`src/rtl/mips_mem_pkg.sv`:
```
// Shared definitions for the MIPS data-memory load/store path: access sizes,
// load/store FSM states and the default data-memory depth.
package mips_mem_pkg;

    localparam int DM_DEPTH = 512;

    localparam logic [1:0] SZ_BYTE = 2'd0;
    localparam logic [1:0] SZ_HALF = 2'd1;
    localparam logic [1:0] SZ_WORD = 2'd2;

    typedef enum logic [2:0] {
        LSU_IDLE   = 3'd0,
        LSU_RD     = 3'd1,
        LSU_RMW_RD = 3'd2,
        LSU_RMW_WR = 3'd3,
        LSU_WR     = 3'd4,
        LSU_DONE   = 3'd5
    } lsu_state_e;

    // Size code 3 behaves as a full word, so any code with bit 1 set is a word
    function automatic logic is_word_size(input logic [1:0] size);
        return size[1];
    endfunction

endpackage

```
`src/rtl/mips_lsu_lane.sv`:
```
// Big-endian lane logic: extracts and extends a byte/half from a memory word
// for loads, and splices store data into a word for read-modify-write.
module mips_lsu_lane
    import mips_mem_pkg::*;
(
    input  logic [31:0] word_in,
    input  logic [15:0] wdata,
    input  logic [1:0]  addr_lo,
    input  logic [1:0]  size,
    input  logic        sign_ext,
    output logic [31:0] load_data,
    output logic [31:0] merge_data
);

    logic [7:0]  byte_s;
    logic [15:0] half_s;

    // Lane extraction and merge; byte 0 / half 0 sit in the most significant bits
    always_comb begin
        byte_s     = 8'd0;
        half_s     = 16'd0;
        load_data  = word_in;
        merge_data = word_in;

        case (addr_lo)
            2'd0:    byte_s = word_in[31:24];
            2'd1:    byte_s = word_in[23:16];
            2'd2:    byte_s = word_in[15:8];
            2'd3:    byte_s = word_in[7:0];
            default: byte_s = 8'd0;
        endcase

        if (addr_lo[1]) begin
            half_s = word_in[15:0];
        end else begin
            half_s = word_in[31:16];
        end

        case (size)
            SZ_BYTE: begin
                load_data = {{24{sign_ext & byte_s[7]}}, byte_s};
                case (addr_lo)
                    2'd0:    merge_data = {wdata[7:0], word_in[23:0]};
                    2'd1:    merge_data = {word_in[31:24], wdata[7:0], word_in[15:0]};
                    2'd2:    merge_data = {word_in[31:16], wdata[7:0], word_in[7:0]};
                    2'd3:    merge_data = {word_in[31:8], wdata[7:0]};
                    default: merge_data = word_in;
                endcase
            end
            SZ_HALF: begin
                load_data = {{16{sign_ext & half_s[15]}}, half_s};
                if (addr_lo[1]) begin
                    merge_data = {word_in[31:16], wdata};
                end else begin
                    merge_data = {wdata, word_in[15:0]};
                end
            end
            default: begin
                load_data  = word_in;
                merge_data = word_in;
            end
        endcase
    end

endmodule

```
`src/rtl/mips_load_store_unit.sv`:
```
// Load/store unit between EX/MEM and the MIPS data memory; sub-word stores use
// read-modify-write. Optional misalignment trap: MIPS_LSU_MISALIGN_TRAP_EN.
module mips_load_store_unit
    import mips_mem_pkg::*;
#(
    parameter int DEPTH = DM_DEPTH,
    parameter int AW    = $clog2(DEPTH)
) (
    input  logic        clock,
    input  logic        reset,
    input  logic        req_valid,
    output logic        req_ready,
    input  logic        req_write,
    input  logic [1:0]  req_size,
    input  logic        req_signed,
    input  logic [31:0] req_addr,
    input  logic [31:0] req_wdata,
    output logic        resp_valid,
    output logic [31:0] resp_rdata,
    output logic        stall,
    output logic [31:0] dm_address,
    output logic [31:0] dm_write_data,
    output logic        dm_mem_write,
    output logic        dm_mem_read,
    input  logic [31:0] dm_read_data
`ifdef MIPS_LSU_MISALIGN_TRAP_EN
    ,
    output logic        misalign
`endif
);

    lsu_state_e  state_r, next_s;
    logic        accept_s;
    logic        trap_s;
    logic [1:0]  addr_lo_r;
    logic [1:0]  size_r;
    logic        signed_r;
    logic [15:0] wdata_r;
    logic [31:0] load_data_s;
    logic [31:0] merge_data_s;
    logic        req_ready_r;
    logic        resp_valid_r;
    logic [31:0] resp_rdata_r;
    logic [31:0] dm_address_r;
    logic [31:0] dm_write_data_r;
    logic        dm_mem_write_r;
    logic        dm_mem_read_r;
    logic        unused_addr_s;

    assign accept_s      = req_valid && (state_r == LSU_IDLE);
    assign unused_addr_s = ^req_addr[31:AW+2];

`ifdef MIPS_LSU_MISALIGN_TRAP_EN
    logic misalign_r;
    assign trap_s   = ((req_size == SZ_HALF) && req_addr[0]) ||
                      (is_word_size(req_size) && (req_addr[1:0] != 2'b00));
    assign misalign = misalign_r;

    // Misalign flag is raised in the same DONE cycle as the trapped response
    always_ff @(posedge clock or posedge reset) begin
        if (reset) begin
            misalign_r <= 1'b0;
        end else begin
            misalign_r <= accept_s && trap_s;
        end
    end
`else
    assign trap_s = 1'b0;
`endif

    mips_lsu_lane u_lane (
        .word_in    (dm_read_data),
        .wdata      (wdata_r),
        .addr_lo    (addr_lo_r),
        .size       (size_r),
        .sign_ext   (signed_r),
        .load_data  (load_data_s),
        .merge_data (merge_data_s)
    );

    // Next-state decode
    always_comb begin
        next_s = state_r;
        case (state_r)
            LSU_IDLE: begin
                if (!req_valid) begin
                    next_s = LSU_IDLE;
                end else if (trap_s) begin
                    next_s = LSU_DONE;
                end else if (!req_write) begin
                    next_s = LSU_RD;
                end else if (is_word_size(req_size)) begin
                    next_s = LSU_WR;
                end else begin
                    next_s = LSU_RMW_RD;
                end
            end
            LSU_RD:     next_s = LSU_DONE;
            LSU_RMW_RD: next_s = LSU_RMW_WR;
            LSU_RMW_WR: next_s = LSU_DONE;
            LSU_WR:     next_s = LSU_DONE;
            LSU_DONE:   next_s = LSU_IDLE;
            default:    next_s = LSU_IDLE;
        endcase
    end

    // State register
    always_ff @(posedge clock or posedge reset) begin
        if (reset) begin
            state_r <= LSU_IDLE;
        end else begin
            state_r <= next_s;
        end
    end

    // Request capture at acceptance
    always_ff @(posedge clock or posedge reset) begin
        if (reset) begin
            addr_lo_r <= 2'd0;
            size_r    <= 2'd0;
            signed_r  <= 1'b0;
            wdata_r   <= 16'd0;
        end else if (accept_s) begin
            addr_lo_r <= req_addr[1:0];
            size_r    <= req_size;
            signed_r  <= req_signed;
            wdata_r   <= req_wdata[15:0];
        end
    end

    // Strobes and handshake are registered from the next state so they line up with it
    always_ff @(posedge clock or posedge reset) begin
        if (reset) begin
            req_ready_r    <= 1'b1;
            resp_valid_r   <= 1'b0;
            dm_mem_read_r  <= 1'b0;
            dm_mem_write_r <= 1'b0;
        end else begin
            req_ready_r    <= (next_s == LSU_IDLE);
            resp_valid_r   <= (next_s == LSU_DONE);
            dm_mem_read_r  <= (next_s == LSU_RD) || (next_s == LSU_RMW_RD);
            dm_mem_write_r <= (next_s == LSU_WR) || (next_s == LSU_RMW_WR);
        end
    end

    // Address, write data and load result; the memory word is sampled leaving RD/RMW_RD
    always_ff @(posedge clock or posedge reset) begin
        if (reset) begin
            dm_address_r    <= 32'd0;
            dm_write_data_r <= 32'd0;
            resp_rdata_r    <= 32'd0;
        end else begin
            if (accept_s) begin
                dm_address_r <= {{(32-AW){1'b0}}, req_addr[AW+1:2]};
            end else begin
                dm_address_r <= dm_address_r;
            end

            if (accept_s && req_write && is_word_size(req_size) && !trap_s) begin
                dm_write_data_r <= req_wdata;
            end else if (state_r == LSU_RMW_RD) begin
                dm_write_data_r <= merge_data_s;
            end else begin
                dm_write_data_r <= dm_write_data_r;
            end

            if (state_r == LSU_RD) begin
                resp_rdata_r <= load_data_s;
            end else if (next_s == LSU_DONE) begin
                resp_rdata_r <= 32'd0;
            end else begin
                resp_rdata_r <= resp_rdata_r;
            end
        end
    end

    assign req_ready     = req_ready_r;
    assign resp_valid    = resp_valid_r;
    assign resp_rdata    = resp_rdata_r;
    assign dm_address    = dm_address_r;
    assign dm_write_data = dm_write_data_r;
    assign dm_mem_write  = dm_mem_write_r;
    assign dm_mem_read   = dm_mem_read_r;
    assign stall         = (state_r != LSU_IDLE) || req_valid;

endmodule

```
`config.mk`:
```
export PLATFORM = sky130hd
export DESIGN_NAME = mips_load_store_unit
export DESIGN_NICKNAME = d
export VERILOG_FILES = /design/src/rtl/mips_mem_pkg.sv /design/src/rtl/mips_lsu_lane.sv /design/src/rtl/mips_load_store_unit.sv
export SDC_FILE = /design/constraint.sdc
export NUM_CORES = 1
export LEC_CHECK = 0
export ABC_CLOCK_PERIOD_IN_PS = 3000
export BUFFER_PORTS_ARGS = -buffer_cell sky130_fd_sc_hd__buf_2
export CORE_ASPECT_RATIO = 1.2
export CORE_MARGIN = 3
export CORE_UTILIZATION = 35
export CTS_BUF_LIST = sky130_fd_sc_hd__clkbuf_4 sky130_fd_sc_hd__clkbuf_8
export CTS_CLUSTER_DIAMETER = 80
export DETAILED_ROUTE_END_ITERATION = 12
export SYNTH_ARGS = -nofsm -noshare
export SYNTH_HDL_FRONTEND = slang
export SYNTH_SLANG_ARGS = --single-unit
```
`constraint.sdc`:
```
create_clock -name clock -period 3 [get_ports clock]
set_clock_uncertainty 0.15 [all_clocks]
set_input_delay 0.3 -clock clock [delete_from_list [all_inputs] [get_ports clock]]
set_output_delay 0.3 -clock clock [all_outputs]
set_load 0.03 [all_outputs]
```
==> summary.json, run 1 <==
{
  "outcome": {
    "outcome": "complete, no violations"
  },
  "synth": {
    "synthMuxAreaShare": 0.126,
    "avgSynthCellArea_um2": 9.90,
    "synth_most_common_cell": "sky130_fd_sc_hd__dfrtp_1",
    "combinational_family_with_the_most_area_after_synthesis": "compound AO/OA/AOI/OAI gates",
    "synth-xor-area-share": 0,
    "synthArstFlopShare": 1.00,
    "synth-seq-area-share": 0.416,
    "ys_ff_latch": 101,
    "netlist_top_cells_area": "sky130_fd_sc_hd__dfrtp_1 (41%), sky130_fd_sc_hd__mux2_2 (8.2%), sky130_fd_sc_hd__nand2_1 (4.0%)",
    "yosysWarningCount": 0,
    "yosys.area_share.adder": 0,
    "synthCells": 614,
    "synth_compound_gate_area_share": 0.227,
    "yosys_most_used_dff": "sky130_fd_sc_hd__dfrtp_1",
    "synth.distinct_cells": 50,
    "top_post_synthesis_cells_by_count": "sky130_fd_sc_hd__dfrtp_1 (100), sky130_fd_sc_hd__nand2_1 (65), sky130_fd_sc_hd__mux2_2 (44)",
    "largest_area_contributor_in_the_netlist": "sky130_fd_sc_hd__dfrtp_1",
    "synthDominantCellAreaShare": 0.412,
    "yosys.area_share.simple": 0.144,
    "synth_edf_count": 0,
    "mappedNetlistArea_um2": 6080
  },
  "final_layout": {
    "synthesis_to_layout_area_growth_pct": 24.7,
    "fillerInstances": 1659,
    "drive_above_1_share": 0.337,
    "non_filler_instance_count_after_layout": 1018,
    "nNetsFinal": 897
  },
  "sta": {
    "finalCritPeriodShare": 0.778,
    "timing.final.setup_violations": 0,
    "finalWorstPathRequiredPeriod_ns": 2.33,
    "grt_setup_unrepaired": "false",
    "final_max_slew_viol_count": 0,
    "worst-slew-pin-transition_ns": 0.736,
    "fmax_mhz": 428,
    "fin_tns_setup_ns": 0,
    "hold_viol": 0,
    "relSlewSlack": 0.507
  },
  "route": {
    "postRouteAntennaNets": 0,
    "detail_route.wl_per_cell_um": 19.8,
    "detailedRoute.firstPassIterationCount": 5,
    "via_per_inst": 5.47,
    "vias": 5568,
    "detailedRoute.firstIterationViolations": 369,
    "drc_errors": 0,
    "postRouteWirelength_um": 20100
  },
  "clock_network": {
    "clkSlewWorstSetupHoldPaths_ns": 0.10,
    "cts_tree": "built",
    "clock_tree.buffer_depth": 2,
    "root_buffer_cell": "sky130_fd_sc_hd__clkbuf_8",
    "insertion_delay_ns": 0.40,
    "cts_htree_levels": 3,
    "clock_sink_count": 101,
    "tritoncts.num_buffers": 9,
    "cts-resized-gates": 0
  },
  "run": {
    "maxCapViolCount": 0
  },
  "power_and_ir_drop": {
    "combinationalPowerShare": 0.568,
    "irDropWorstVdd_v": 0.000493,
    "p_sw_w": 0.00400,
    "share_seq_of_total_power": 0.309,
    "power_leakage_nw": 3.44,
    "pwr_density_cell_nw_per_um2": 1100,
    "pwr-share-clk": 0.123,
    "cellInternalPower_w": 0.00431,
    "p_total_w": 0.00830,
    "net_switching_share_of_the_total_power": 0.481
  },
  "floorplanning": {
    "floorplan.initialDensity": 0.358,
    "core-area_um2": 17000,
    "i_o_pin_count": 204,
    "die_height_um": 150,
    "rows": 52,
    "fp.dieArea_um2": 19000,
    "die_x_um": 126
  },
  "placement": {
    "dp_hpwl_um": 14300,
    "placed_cells_incl_taps": 955,
    "io_buffer_count": 159,
    "gpl.final_weighted_congestion": 0.902
  },
  "worst_setup_path": {
    "worstSetupStartpointType": "register",
    "critPathCaptureType": "register",
    "setup.worst_path.class": "register to register",
    "crit_chain": "buf_4 > nor3b_4 > o21ai_1 > a221oi_2 > a21o_1",
    "worstPathRequired_ns": 3.19,
    "critPathMaxStageDelay_ns": 0.57,
    "worstPathMaxFanout": 35,
    "crit_slowest_cell": "sky130_fd_sc_hd__nor3b_4",
    "timing.critical_path.arrival_ns": 2.52
  },
  "grt": {
    "grt_start_max_net_pins": 102,
    "met1_usage": 0.266,
    "grt_busiest_layer": "met2",
    "use_met3": 0.0497,
    "global_route.usage.total": 0.209,
    "met2_resource_use_gr": 0.347,
    "grt_first_pass_wirelength_um": 30600,
    "grt_pass1_vias": 5292,
    "grt_antenna_before_repair": 2,
    "globalRouteOverflowTotal": 0
  },
  "worst_hold_path": {
    "min_path_type": "input pin to register"
  }
}
-- power by group through the flow --
stage	Clock (W)	Sequential (W)	Combinational (W)
2_1_floorplan	0	0.00335	0.00274
3_3_place_gp	0	0.00257	0.00462
3_5_place_dp	0	0.00259	0.00467
4_1_cts	0.00105	0.00256	0.00473
5_1_grt	0.00110	0.00264	0.00510
6_report	0.00102	0.00257	0.00472
-- metal layers --
metal,share of wire,vias up
li1,-,2579
met2,0.50,194
met5,0,-
met1,0.42,2764
met4,0.031,0
met3,0.056,31
-- stage by stage --
step	hold slack [ns]	area, µm²	utilization	setup WS (ns)
4_1_cts	0.00239	7570	0.446	0.706
3_5_place_dp	0.324	6910	0.407	0.716
3_3_place_gp	0.311	6910	0.407	0.736
6_report	0.0180	7580	0.447	0.666
5_1_grt	0.00179	7580	0.446	0.532
2_1_floorplan	0.267	6160	-	1.15
-- placed cells by master (no fill, tap or decap), types with 8 or more instances in the layout --
cell / instances
sky130_fd_sc_hd__dfrtp_1: 100
sky130_fd_sc_hd__a21o_1: 8
sky130_fd_sc_hd__mux2i_1: 10
sky130_fd_sc_hd__a221oi_1: 15
sky130_fd_sc_hd__and3_1: 9
sky130_fd_sc_hd__o211ai_1: 9
sky130_fd_sc_hd__conb_1: 23
sky130_fd_sc_hd__a21oi_1: 43
sky130_fd_sc_hd__or2_1: 12
sky130_fd_sc_hd__o21ai_0: 38
sky130_fd_sc_hd__a22o_1: 10
sky130_fd_sc_hd__dlygate4sd3_1: 44
sky130_fd_sc_hd__buf_4: 20
sky130_fd_sc_hd__buf_2: 159
sky130_fd_sc_hd__clkbuf_8: 9
sky130_fd_sc_hd__a22oi_1: 17
sky130_fd_sc_hd__nor2_1: 15
sky130_fd_sc_hd__o22ai_1: 9
sky130_fd_sc_hd__nand2_1: 65
sky130_fd_sc_hd__mux2_2: 44
sky130_fd_sc_hd__o21ai_1: 28
sky130_fd_sc_hd__nor2b_1: 17
-- worst max-delay path, delay by kind of cell, from the launching register on --
family / cells / cell delay [ns]
AOI/OAI and AO/OA: 3 / 0.62
buffers and inverters: 1 / 0.40
DFF: 1 / 0.53
and+or+nand+nor: 1 / 0.57
-- area by class of cell --
cell class / count / area, µm² / area share
sequential: 101 / 2530 / 0.333
tap: 216 / 270 / 0.0356
clock buffer: 9 / 124 / 0.0163
timing repair buffer: 224 / 1410 / 0.185
antenna: 3 / 7.51 / 0.000990
multi-input combinational: 452 / 3110 / 0.411
inverter: 6 / 26.3 / 0.00347
clock inverter: 7 / 105 / 0.0139
-- logic make-up after synthesis --
| logic type | after synthesis |
|---|---|
| mux | 62 |
| other cells | 1 |
| simple gates | 159 |
| compound gates | 208 |
| flops | 101 |
| buf+inv | 83 |
-- flip-flops by register name, indices dropped and copies added, names as in the netlist --
signal         cells
addr_lo_r          2
dm_address         9
dm_mem_read        1
dm_mem_write       1
dm_write_data     32
req_ready          1
resp_rdata        32
resp_valid         1
signed_r           1
size_r             2
state_r            3
wdata_r           16
-- final timing paths --
path | from | endpoint | slack, ns | cells past startpoint
max in group asynchronous | reset | req_ready | 1.80 | 4
min reg2reg | resp_rdata[0] | resp_rdata[0] | 0.34 | 1
min | req_write | state_r[1] | 0.02 | 3
max reg2reg | state_r[0] | resp_rdata[7] | 0.67 | 5
max | state_r[0] | resp_rdata[7] | 0.67 | 5
min in group asynchronous | reset | resp_valid | 0.46 | 4
-- what timing repair did --
item / CTS / global route
hold endpoints to repair: 157 / 0
buffers inserted: 0 / 0
hold buffers: 44 / 0
No activity file was read; power rests on OpenSTA's default activity.
==> inputs of run 2 (changes only) <==
--- a/config.mk
+++ b/config.mk
@@ -5,7 +5,7 @@
 export SDC_FILE = /design/constraint.sdc
 export NUM_CORES = 1
 export LEC_CHECK = 0
-export ABC_CLOCK_PERIOD_IN_PS = 3000
+export ABC_CLOCK_PERIOD_IN_PS = 2200
 export BUFFER_PORTS_ARGS = -buffer_cell sky130_fd_sc_hd__buf_2
 export CORE_ASPECT_RATIO = 1.2
 export CORE_MARGIN = 3
==> constraint.sdc (replaced) <==
create_clock -name clock -period 2.2 [get_ports clock]
set_clock_uncertainty 0.15 [all_clocks]
set_input_delay 0.22 -clock clock [delete_from_list [all_inputs] [get_ports clock]]
set_output_delay 0.22 -clock clock [all_outputs]
set_load 0.03 [all_outputs]
==> run 2 against run 1 <==
Effect of this change:
- register-to-register slack worse by 0.54 ns
- count of clock-buffer cells in the layout unchanged
- worst setup slack worse by 0.54 ns
- non-clock buffer count grew 20
- die area unchanged
- critical path depth is 1 higher
- design area grew 2.1%
- first-iteration DRC count is 5.4% higher
- worst hold slack improved by 0.041 ns
- critical path type unchanged
- largest cell class unchanged
- highest routed layer unchanged
==> summary.json, run 2 (synthesis gave the netlist of run 1 again) <==
{
  "grt": {
    "grt_first_pass_wirelength_um": 31400,
    "grt_start_max_net_pins": 102,
    "grt_antenna_before_repair": 2,
    "grt_pass1_vias": 5456,
    "global_route.usage.total": 0.214,
    "globalRouteOverflowTotal": 0
  },
  "final_layout": {
    "drive_above_1_share": 0.351,
    "layout_commonest_cell": "sky130_fd_sc_hd__buf_2",
    "non_filler_instance_count_after_layout": 1036,
    "synthesis_to_layout_area_growth_pct": 27.4,
    "layout_common_cells": "sky130_fd_sc_hd__buf_2 (159), sky130_fd_sc_hd__dfrtp_1 (99), sky130_fd_sc_hd__nand2_1 (64)",
    "nNetsFinal": 917,
    "final_design_area_no_fill_um2": 7740
  },
  "worst_hold_path": {
    "min_path_type": "input pin to register"
  },
  "placement": {
    "dpl_worst_slack_ns": 0.0276,
    "placed_cells_incl_taps": 969,
    "io_buffer_count": 159,
    "gpl.final_weighted_congestion": 0.906,
    "dp_hpwl_um": 14600,
    "dpl_cell_area_um2": 7020
  },
  "floorplanning": {
    "fp.dieArea_um2": 19000,
    "rows": 52,
    "die_x_um": 126,
    "core-area_um2": 17000,
    "die_height_um": 150,
    "floorplan.initialDensity": 0.358,
    "i_o_pin_count": 204
  },
  "route": {
    "detailedRoute.firstIterationViolations": 389,
    "postRouteWirelength_um": 20500,
    "via_per_inst": 5.47,
    "detailedRoute.firstPassIterationCount": 5,
    "detail_route.wl_per_cell_um": 19.8,
    "postRouteAntennaNets": 0,
    "vias": 5669,
    "drc_errors": 0
  },
  "sta": {
    "final_max_slew_viol_count": 0,
    "timing.final.setup_violations": 0,
    "fmax_mhz": 482,
    "finalWorstSetupSlack_ns": 0.127,
    "relSlewSlack": 0.381,
    "hold_viol": 0,
    "fin_tns_setup_ns": 0,
    "worst-slew-pin-transition_ns": 0.928,
    "finalWorstPathRequiredPeriod_ns": 2.07,
    "finalCritPeriodShare": 0.942,
    "grt_setup_unrepaired": "false",
    "fin_hold_ws_ns": 0.0586
  },
  "power_and_ir_drop": {
    "irDropWorstVdd_v": 0.000698,
    "pwr_density_cell_nw_per_um2": 1470,
    "power_leakage_nw": 3.53
  },
  "worst_setup_path": {
    "crit_top_cell": "sky130_fd_sc_hd__buf_4",
    "worstSetupStartpointType": "register",
    "worstPathRequired_ns": 2.34,
    "setup.worst_path.class": "register to register",
    "crit_chain": "buf_4 > or3b_1 > buf_4 > a211oi_1 > buf_4 > o21ai_1",
    "critPathCaptureType": "register",
    "critPathMaxStageDelay_ns": 0.44,
    "worstPathMaxFanout": 9,
    "crit_slowest_cell": "sky130_fd_sc_hd__or3b_1",
    "timing.critical_path.arrival_ns": 2.22
  },
  "run": {
    "maxCapViolCount": 0
  },
  "clock_network": {
    "clock_sink_count": 101,
    "tritoncts.num_buffers": 9,
    "clkSlewWorstSetupHoldPaths_ns": 0.10,
    "insertion_delay_ns": 0.40,
    "clock_tree.buffer_depth": 2,
    "cts_htree_levels": 3,
    "root_buffer_cell": "sky130_fd_sc_hd__clkbuf_8",
    "cts_tree": "built"
  },
  "outcome": {
    "outcome": "complete, no violations"
  }
}
run 2: layout make-up:
class	instances	area (µm²)
tap	216	270
multi-input combinational	452	3130
inverter	6	26.3
clock inverter	6	63.8
sequential	101	2530
timing repair buffer	244	1600
fill	1646	9240
antenna	2	5.00
clock buffer	9	124
run 2: path summary, 6_finish.rpt:
kind,slack [ns],end,start,cells after the start
max,0.13,dm_write_data[23],state_r[1],6
min,0.06,resp_rdata[13],dm_read_data[13],3
max reg2reg,0.13,dm_write_data[23],state_r[1],6
min reg2reg,0.33,resp_rdata[0],resp_rdata[0],1
max in group asynchronous,1.06,addr_lo_r[0],reset,4
min in group asynchronous,0.34,resp_valid,reset,4
run 2: critical path: cells and delay by family, from the launching register on:
kind | cells | cell delay [ns]
flops | 1 | 0.43
buf+inv | 3 | 0.56
simple gates | 1 | 0.44
compound gates | 2 | 0.37
run 2: what timing repair did:
action / in CTS / in global routing
gates resized for setup: 1 / 5
buffers inserted: 0 / 1
hold buffers: 49 / 0
hold endpoints to repair: 165 / 0
pin swaps: 0 / 1
setup endpoints to repair: 1 / 26
run 2: per-stage QoR:
step	util	power [W]
2_1_floorplan	-	0.00831
3_3_place_gp	0.414	0.0100
3_5_place_dp	0.414	0.0101
4_1_cts	0.454	0.0114
5_1_grt	0.456	0.0122
6_report	0.456	0.0114
run 2: layer usage:
layer	up-vias	routed length [µm]	share of wire	track usage
met2	234	10200	0.50	0.358
met1	2759	8170	0.40	0.269
met4	0	800	0.039	0.101
met5	-	0	0	0
met3	56	1280	0.063	0.0405
li1	2620	-	-	-
run 2: power breakdown:
group | leakage (nW) | total, W | internal [W] | switching [W]
Sequential | 1.24 | 0.00350 | 0.00275 | 0.000753
Combinational | 2.20 | 0.00669 | 0.00266 | 0.00403
Clock | 0.0915 | 0.00121 | 0.000519 | 0.000689
Total | 3.53 | 0.0114 | 0.00593 | 0.00547
